`src/rtl/mask_rand_gen.sv`:
```
// Fresh-randomness source for the masked SKINNY core: nine 16-bit Galois LFSR
// lanes, seeded, warmed up, then stepped once per accepted 144-bit word.
module mask_rand_gen #(
   parameter int STEPS           = 16,
   parameter int WARMUP          = 4,
   parameter int RESEED_INTERVAL = 1024
) (
   input  logic         clk,
   input  logic         rst_n,
   input  logic         seed_valid,
   input  logic [143:0] seed,
   output logic [143:0] r,
   output logic         r_valid,
   input  logic         r_ready,
   output logic         reseed_req,
   output logic         seeded
);

   localparam int CW = (RESEED_INTERVAL > 0) ? $clog2(RESEED_INTERVAL + 1) : 1;
   localparam logic [CW-1:0] CNT_MAX = CW'(RESEED_INTERVAL);
   localparam logic [3:0]    WARM_INIT = 4'(WARMUP);

   typedef enum logic [1:0] {
      S_IDLE,
      S_WARMUP,
      S_RUN
   } state_t;

   state_t          fsm_q, fsm_d;
   logic [143:0]    state_q, state_d;
   logic [3:0]      warm_q, warm_d;
   logic [CW-1:0]   cnt_q, cnt_d;
   logic            req_q, req_d;
   logic            seeded_q, seeded_d;
   logic [143:0]    upd;
   logic [143:0]    seed_prot;

   // Per-lane update (STEPS unrolled steps) and zero-protected seed load.
   generate
      for (genvar gi = 0; gi < 9; gi++) begin : g_lane
         logic [15:0] lane_upd;
         always_comb begin
            lane_upd = state_q[16*gi +: 16];
            for (int k = 0; k < STEPS; k++) begin
               if (lane_upd[0]) lane_upd = {1'b0, lane_upd[15:1]} ^ 16'hB400;
               else             lane_upd = {1'b0, lane_upd[15:1]};
            end
         end
         assign upd[16*gi +: 16]       = lane_upd;
         assign seed_prot[16*gi +: 16] = (seed[16*gi +: 16] == 16'h0000) ?
                                         16'h0001 : seed[16*gi +: 16];
      end
   endgenerate

   always_comb begin
      fsm_d    = fsm_q;
      state_d  = state_q;
      warm_d   = warm_q;
      cnt_d    = cnt_q;
      req_d    = req_q;
      seeded_d = seeded_q;
      if (seed_valid) begin
         // A seed load wins over any simultaneous handshake.
         state_d  = seed_prot;
         warm_d   = WARM_INIT;
         cnt_d    = '0;
         req_d    = 1'b0;
         seeded_d = 1'b1;
         fsm_d    = (WARMUP == 0) ? S_RUN : S_WARMUP;
      end else begin
         case (fsm_q)
            S_WARMUP: begin
               state_d = upd;
               warm_d  = warm_q - 4'd1;
               if (warm_q <= 4'd1) fsm_d = S_RUN;
            end
            S_RUN: begin
               if (r_ready) begin
                  state_d = upd;
                  if (RESEED_INTERVAL != 0 && cnt_q != CNT_MAX) begin
                     cnt_d = cnt_q + CW'(1);
                     if (cnt_q + CW'(1) == CNT_MAX) req_d = 1'b1;
                  end
               end
            end
            default: ;
         endcase
      end
   end

   always_ff @(posedge clk or negedge rst_n) begin
      if (!rst_n) begin
         fsm_q    <= S_IDLE;
         state_q  <= '0;
         warm_q   <= '0;
         cnt_q    <= '0;
         req_q    <= 1'b0;
         seeded_q <= 1'b0;
      end else begin
         fsm_q    <= fsm_d;
         state_q  <= state_d;
         warm_q   <= warm_d;
         cnt_q    <= cnt_d;
         req_q    <= req_d;
         seeded_q <= seeded_d;
      end
   end

   assign r          = state_q;
   assign r_valid    = (fsm_q == S_RUN);
   assign reseed_req = req_q;
   assign seeded     = seeded_q;

endmodule
```
`config.mk`:
```
export PLATFORM = sky130hd
export DESIGN_NAME = mask_rand_gen
export DESIGN_NICKNAME = d
export VERILOG_FILES = /design/src/rtl/mask_rand_gen.sv
export SDC_FILE = /design/constraint.sdc
export NUM_CORES = 1
export LEC_CHECK = 0
export ABC_AREA = 1
export BUFFER_PORTS_ARGS = -buffer_cell sky130_fd_sc_hd__buf_2
export CELL_PAD_IN_SITES_DETAIL_PLACEMENT = 2
export CELL_PAD_IN_SITES_GLOBAL_PLACEMENT = 2
export CORE_ASPECT_RATIO = 0.6
export CORE_MARGIN = 8
export CORE_UTILIZATION = 27
export CTS_CLUSTER_SIZE = 8
export DETAILED_ROUTE_END_ITERATION = 6
export GPL_ROUTABILITY_DRIVEN = 1
export PLACE_DENSITY = 0.89
export REMOVE_ABC_BUFFERS = 1
export SETUP_SLACK_MARGIN = 0.5
export SYNTH_ARGS = -nofsm -noshare
export SYNTH_HDL_FRONTEND = slang
export SYNTH_SLANG_ARGS = --single-unit
```
`constraint.sdc`:
```
create_clock -name clk -period 1.5 [get_ports clk]
set_clock_uncertainty 0.05 [all_clocks]
set_input_delay 0.3 -clock clk [delete_from_list [all_inputs] [get_ports clk]]
set_output_delay 0.3 -clock clk [all_outputs]
set_load 0.005 [all_outputs]
```
**Word level (Yosys, flattened, before mapping)**

Cells that the tools add are included.

- Add/subtract/negate cells: 2
- Order comparisons: 1
- Equality and inequality tests: 5
- Muxes and demuxes: 170
- Bitwise operators: 144
- Reduce and logical (&&, ||, !) cells: 20

Operators with widths:

| cell | count |
|---|---|
| $mux W16 | 153 |
| $not A3 Y4 | 144 |
| $mux W144 | 2 |
| $pmux W144 S2 | 1 |
| $logic_not A16 Y1 | 9 |
| $mux W11 | 4 |
| $reduce_bool A2 Y1 | 6 |
| $add A11 B1 Y11 const B | 1 |
| $eq A11 B11 Y1 const B | 1 |
| $ne A11 B11 Y1 const B | 1 |
| $mux W4 | 2 |
| $mux W2 | 3 |
| $mux W1 | 5 |
| $le A4 B1 Y1 const B | 1 |
| $reduce_and A2 Y1 | 2 |
| $reduce_and A4 Y1 | 1 |
| $sub A4 B1 Y4 const B | 1 |
| $ne A3 B2 Y1 const B | 1 |
| $reduce_and A3 Y1 | 1 |
| $reduce_bool A3 Y1 | 1 |
| $eq A2 B1 Y1 const B | 1 |
| $eq A2 B2 Y1 const B | 1 |

- Bits in registers: 163
- Input port bits: 148
- Word-level logic and storage cells: 348

**Logic depth before layout (Yosys ltp)**

Gate-level depths: netlist of run 1.

- Depth in word-level cells: 35
- Mapped depth: 13

**Worst setup path after synthesis of run 1**

Ideal clock, no wire load.

- Kind: flip-flop to flip-flop
- From: register cnt_q[0]
- To: register req_q, in the netlist reseed_req
- Data arrival time: 1.342 ns
- Setup slack: 0.030 ns
- Cell stages (with the launch flop): 9
- Buffers on the path: 0
- Path through: dfrtp_1 -> ha_1 -> nand2_1 -> nor2_2 -> nand3_1 -> nor2_1 -> xor2_1 -> nand3_1 -> a21oi_1

- Cells in the longest elaborated chain, start to end: 4
- Elaborated cells between the ends (all ways): 6
- Those cells by class: 1 x add/sub; 2 x eq/ne; 3 x reduce/logical

RTL lines:

| what | line | source |
|---|---|---|
| start: declaration | 32 | `logic [CW-1:0] cnt_q, cnt_d;` |
| start signal: assignment | 103 | `cnt_q <= cnt_d;` |
| $add A11 B1 Y11 | 82 | `if (cnt_q + CW'(1) == CNT_MAX) req_d = 1'b1;` |
| $eq A11 B11 Y1 | 82 |  |
| $reduce_bool A2 Y1 (no source line) | - |  |
| $reduce_and A4 Y1 (no source line) (*) | - |  |
| end signal: assignment | 104 | `req_q <= req_d;` |
| end: declaration | 33 | `logic req_q, req_d;` |

Mark *: on every way between the ends. The rest lies on a longest branch, timed or not.
A chain may end at the register's enable or synchronous reset.

**Worst setup path in the final report of run 1**

- From: register fsm_q[0]
- To: register state_q[67], in the netlist r[67]

- Cells in the longest elaborated chain, start to end: 3
- Elaborated cells between the ends (all ways): 7
- Those cells by class: 3 x eq/ne; 2 x mux; 2 x reduce/logical

RTL lines:

| what | line | source |
|---|---|---|
| start: declaration | 29 | `state_t fsm_q, fsm_d;` |
| start signal: assignment | 100 | `fsm_q <= fsm_d;` |
| $eq A2 B2 Y1 / $eq A2 B1 Y1 (equally long branches) | 71 | `case (fsm_q)` |
| $pmux W144 S2, or another cell as far along | 71 |  |
| $mux W144 / $reduce_and A2 Y1 (equally long branches) | - |  |
| end signal: assignment | 101 | `state_q <= state_d;` |
| end: declaration | 30 | `logic [143:0] state_q, state_d;` |

Several ways; a longest one is shown, not always the timed one.

==> out/qor.csv, run 1 <==
metric,value,unit
status,"complete, but fails checks",
failing checks,setup timing,
fill count,5123,
Synth Area per Inst,6.74,um2
final net count,2511,
Layout Cells excl Fill,2965,
Hold EP,r[47],
M1 GR Usage,31.3,%
Hold WC Path Type,primary input to flip-flop,
vias per cell,5.50,
Num Clock Sinks,163,
PwrDens,3250,nW/um2
Initial Util,27.4,%
critical path peak fanout,8,
Hold Crit Depth,3,
Yosys warning count,0,
width of the die,292,um
Hold Fails Final Rpt,0,
Core ar.,44900,um2
Setup CP Type,flip-flop to flip-flop,
setup ws final,-0.517,ns
# placed instances,2872,
power share of the sequential group,17.4,%
Post-Synth Adder-Cell Area,0.406,%
post-synthesis register bit count,163,
Synth Area in Compound Gates,15.0,%
drt initial violations,1059,
RSZ-0062 raised after global routing,yes,
global route overflow,0,
largest family of logic cells by synthesized area,simple AND/OR/NAND/NOR gates,
Area Growth Syn to Fin,54.9,%
Synth Area in Simple Gates,29.5,%
mux share of post-synthesis cell area,0,%
startpoint types,flip-flop,
number of global-route vias before repair,18000,
Logic pwr share,74.4,%
R2R cell count,10,
# IOs,295,
Final ANT Viol Nets,0,
final wirelength,82000,um
CTS Buf Count,17,
DRC Markers,0,
CP required,1.81,ns
TritonCTS clock tree,built,
final slew viol count,0,
"EDFF count, synth",0,
initial antenna violation count,7,
H-tree lvl count,4,
port buffer count,294,
reg2reg end,r[67],
Clock Tree Root,clkbuf_16,
hold wc startpoint,seed[47],
largest net degree at the start of global routing,56,
most common library cell in the layout ignoring fill and taps,nand2_1,
TritonRoute pass-1 iters,5,
Die Ht,181,um
DP Wirelength,52000,um
Max-slew headroom,56.2,%
clock power share,8.1,%
Post-Syn Area,12300,um2
grt met3 use,4.46,%
first-pass GRT wire length,111000,um
fmax,0.496,GHz
maximum vdd drop,0.906,mV
Post-Synth XOR/XNOR Area,13.7,%
Worst-path clk slew,0.10,ns
# rows,60,
NetSw,0.0339,W
most frequent cells in the layout,"nand2_1 (465), buf_2 (287), buf_4 (229), a21oi_1 (175), dfrtp_1 (143)",
CP arrival,2.33,ns
internal power,0.0282,W
die area,52900,um2
register area,4110,um2
Final min period,2.02,ns
met2 usage,47.8,%
area of the multi-input gates,8440,um2
gpl congestion,0.861,
worst-margin pin slew,0.651,ns
r2r setup slk,-0.52,ns
Overall Global Routing Usage,26.6,%
Worst-Skew Late Latency,0.48,ns
DR WL/cell,27.6,um
Clock Tree Buf Depth,2,
Synth Instances,1826,
reg2reg start,fsm_q[0],
switching share of power,54.6,%
Setup-failing EPs final,245,
setup total negative slack,-63.72,ns
"Distinct cells, synth",32,
"Top FF cell, synth",dfrtp_1,
share of layout cells above drive strength 1,39.4,%
Max-Cap Viols,0,
vias post-DR,16300,
sequential fraction of the synthesis area,33.1,%
Leak,9.14,nW
CP Capture Type,flip-flop,
Top Usage Layer GRT,met2,
part of the cycle the worst path needs,134,%
fraction of registers with async set/reset,100,%
[worst max-delay path by stage]
stage,start,to,slack [ns],cells after the start
6_report,fsm_q[0],r[67],-0.52,10
5_1_grt,r[65],r[74],-0.52,11
4_1_cts,fsm_q[0],r[116],-0.28,9
3_5_place_dp,r[0],r[10],-0.41,9
3_3_place_gp,fsm_q[0],r[91],-0.23,11
2_1_floorplan,fsm_q[0],r[128],-1.74,8
[worst max-delay path: stages (launching register included)]
cell and delay, ns:
dfrtp_1 0.41, inv_2 0.09, nor2_2 0.06, nor2_4 0.15, inv_2 0.08, nor2_4 0.30, inv_8 0.14, buf_8 0.18
bufbuf_16 0.28, nor2_4 0.11, a31oi_2 0.06
[per-layer routing]
layer | vias to the layer above | share of wire (%)
met4 | 2 | 5.2
met5 | - | 0.016
met1 | 8339 | 39
met2 | 695 | 51
li1 | 6983 | -
met3 | 276 | 4.7
[power by group through the flow]
stage	registers, W	clock network, W	logic, W
after global routing	0.0110	0.00523	0.0488
final	0.0108	0.00505	0.0462
after CTS	0.0104	0.00498	0.0402
after detailed placement	0.0103	0	0.0363
after global placement	0.00984	0	0.0328
after floorplan	0.00970	0	0.0188
[flip-flops by register name, indices dropped and copies added, names as in the netlist]
signal      count
fsm_q           2
r             144
reseed_req      1
warm_q          4
seeded          1
cnt_q          11
[per-stage QoR]
stage	utilization (%)	area, um2	hold slack (ns)	power (W)	setup WS, ns
floorplan	-	11800	-0.0456	0.0285	-1.74
global placement	36.1	16200	0.118	0.0427	-0.235
detailed placement	36.1	16200	0.134	0.0466	-0.411
CTS	40.2	18000	0.0375	0.0556	-0.276
global route	42.5	19100	0.0287	0.0650	-0.519
finish	42.5	19100	0.0453	0.0620	-0.517
[Yosys cell counts, types with 2 or more instances]
cell / instances / share of area (%)
dfrtp_1: 163 / 33
o21ai_0: 73 / 3.0
nor2_2: 4 / 0.20
buf_2: 43 / 1.7
nor2_1: 201 / 6.1
nor4_1: 20 / 1.0
nand3_1: 114 / 4.6
inv_2: 4 / 0.12
o21bai_1: 12 / 0.73
buf_4: 19 / 1.2
xnor2_1: 131 / 9.3
clkbuf_1: 21 / 0.64
buf_6: 3 / 0.27
nor3_1: 2 / 0.081
inv_1: 133 / 4.1
buf_1: 6 / 0.18
a31oi_1: 55 / 2.8
nand2_1: 522 / 16
a21oi_1: 193 / 7.8
a22oi_1: 8 / 0.49
ha_1: 4 / 0.41
or2_2: 12 / 0.61
nor2_4: 2 / 0.18
nand4_1: 14 / 0.71
xor2_1: 60 / 4.3
[area by class of cell]
type | instances | share of cell area [%]
Antenna cell | 4 | 0.0525
Clock buffer | 18 | 2.25
Clock inverter | 14 | 0.925
Inverter | 139 | 2.80
Multi-Input combinational cell | 1431 | 44.2
Sequential cell | 163 | 21.5
Tap cell | 589 | 3.86
Timing Repair Buffer | 607 | 24.3
[what timing repair did]
action	CTS	global route
hold buffers	2	0
pin swaps	26	14
endpoints found under the setup margin	309	456
hold endpoints to repair	29	0
setup buffers	23	20
cloned	5	7
gates resized for setup	224	165
[logic make-up after synthesis]
| group | count (synthesis) |
|---|---|
| AND/OR/NAND/NOR | 891 |
| AO/OA/AOI/OAI | 344 |
| buffers and inverters | 232 |
| XOR/XNOR | 192 |
| flip-flops | 163 |
| adder cells (fa/ha/maj) | 4 |
Power figures use the tool's default switching activity.
==> run 2, diff against run 1 <==
Settings changed: SKIP_LAST_GASP set to 1.
==> out/qor.csv, run 2 (synthesized netlist as in run 1, its figures left out) <==
metric,value,unit
hold wc startpoint,seed[47],
port buffer count,294,
gpl congestion,0.861,
Overall Global Routing Usage,25.7,%
Clock Tree Buf Depth,2,
DR WL/cell,25.2,um
Max-Cap Viols,0,
crit path launch,r[48],
Worst path slowest cell,dfrtp_1,
met2 usage,46.4,%
register area,4110,um2
Worst-path clk slew,0.08,ns
reg2reg start,r[48],
maximum vdd drop,0.809,mV
CP required,1.84,ns
status,"complete, but fails checks",
CP top delay family,simple AND/OR/NAND/NOR gates,
CP Buf/Inv Count,1,
CTS Buf Count,17,
Num Clock Sinks,163,
worst-margin pin slew,0.558,ns
first-pass GRT wire length,108000,um
Die Ht,181,um
setup ws final,-0.392,ns
Hold Fails Final Rpt,0,
DRC Markers,0,
global route overflow,0,
H-tree lvl count,4,
most common library cell in the layout ignoring fill and taps,nand2_1,
initial antenna violation count,5,
vias per cell,5.34,
final wirelength,74600,um
CP Capture Type,flip-flop,
final net count,2509,
PwrDens,3200,nW/um2
# IOs,295,
final slew viol count,0,
Clock Tree Root,clkbuf_16,
failing checks,setup timing,
area of the multi-input gates,7930,um2
Core ar.,44900,um2
CP arrival,2.23,ns
Max-slew headroom,62.4,%
TritonCTS clock tree,built,
number of global-route vias before repair,17700,
Final ANT Viol Nets,0,
final total power,0.0587,W
fill count,5247,
setup total negative slack,-44.16,ns
RSZ-0062 raised after global routing,yes,
dpl ws,-0.411,ns
# rows,60,
Leak,9.04,nW
Area Growth Syn to Fin,48.9,%
drt initial violations,928,
Top Usage Layer GRT,met2,
ordered cell list for the critical path,buf_12 > xor2_1 > nand2_1 > nand2_1 > nand2_1 > nand2_1 > nand2_1 > nand2_1 > nand2_1 > a21oi_1,
startpoint types,flip-flop,
max FFs per register,144,
Min Hold Slack,0.0542,ns
Worst-Skew Late Latency,0.47,ns
width of the die,292,um
part of the cycle the worst path needs,126,%
DP Wirelength,52000,um
TritonRoute pass-1 iters,5,
grt met3 use,3.47,%
critical path peak fanout,10,
CP dominant cell by count,nand2_1,
Final min period,1.89,ns
Setup-failing EPs final,219,
share of layout cells above drive strength 1,34.7,%
largest net degree at the start of global routing,56,
vias post-DR,15800,
die area,52900,um2
M1 GR Usage,31.0,%
Setup CP Type,flip-flop to flip-flop,
fmax,0.528,GHz
Hold WC Path Type,primary input to flip-flop,
Initial Util,27.4,%
Critical Path Max Stage Delay,0.40,ns
most frequent cells in the layout,"nand2_1 (474), buf_2 (289), buf_4 (259), a21oi_1 (185), nor2_1 (182)",
==> run 2: worst paths after layout <==
kind / to / slack (ns) / depth (start not counted)
worst min register to register: reseed_req / 0.48 / 2
max in group asynchronous: r[113] / 0.19 / 5
worst max-delay path: r[57] / -0.39 / 10
worst max register to register: r[57] / -0.39 / 10
min in group asynchronous: r[135] / 0.60 / 3
worst min-delay path: r[47] / 0.05 / 3
==> run 2: metrics by stage <==
step	utilization [%]	cell area (um2)	std cells
after floorplan	-	11800	1733
after CTS	39.7	17800	2934
after detailed placement	36.1	16200	2872
after global placement	36.1	16200	2872
final	40.8	18300	2960
after global routing	40.8	18300	2960
==> run 2: power breakdown <==
group / internal, W / switching (W) / leakage (nW) / total (W)
clock: 0.00265 / 0.00232 / 0.292 / 0.00497
combinational: 0.0182 / 0.0251 / 6.86 / 0.0433
sequential: 0.00660 / 0.00386 / 1.89 / 0.0105
==> run 2: final cells by class <==
cell class                 instances  area share, %
tap                              589           4.02
clock inverter                    14          0.962
clock buffer                      18           2.34
timing repair buffer             605           24.1
multi-input combinational       1431           43.2
sequential                       163           22.4
antenna                            1         0.0137
inverter                         139           2.91
==> run 2: timing repair <==
action,CTS,global route
pin swaps,16,6
cloned,5,4
endpoints found under the setup margin,309,456
gates resized for setup,160,49
hold buffers,2,0
hold endpoints to repair,29,0
buffers inserted,23,21
==> run 2: worst reg2reg max path: stages, from the launching register on <==
cell and delay, ns:
dfrtp_1 0.40, buf_12 0.16, xor2_1 0.23, nand2_1 0.21, nand2_1 0.22, nand2_1 0.13
nand2_1 0.10, nand2_1 0.07, nand2_1 0.06, nand2_1 0.05, a21oi_1 0.14
==> run 2: layer usage <==
layer,share of wire [%],wire [um],vias up
met2,51,37800,459
met3,3.6,2680,193
met1,42,31200,8178
li1,-,-,6979
met4,3.9,2890,0
met5,0,0,-
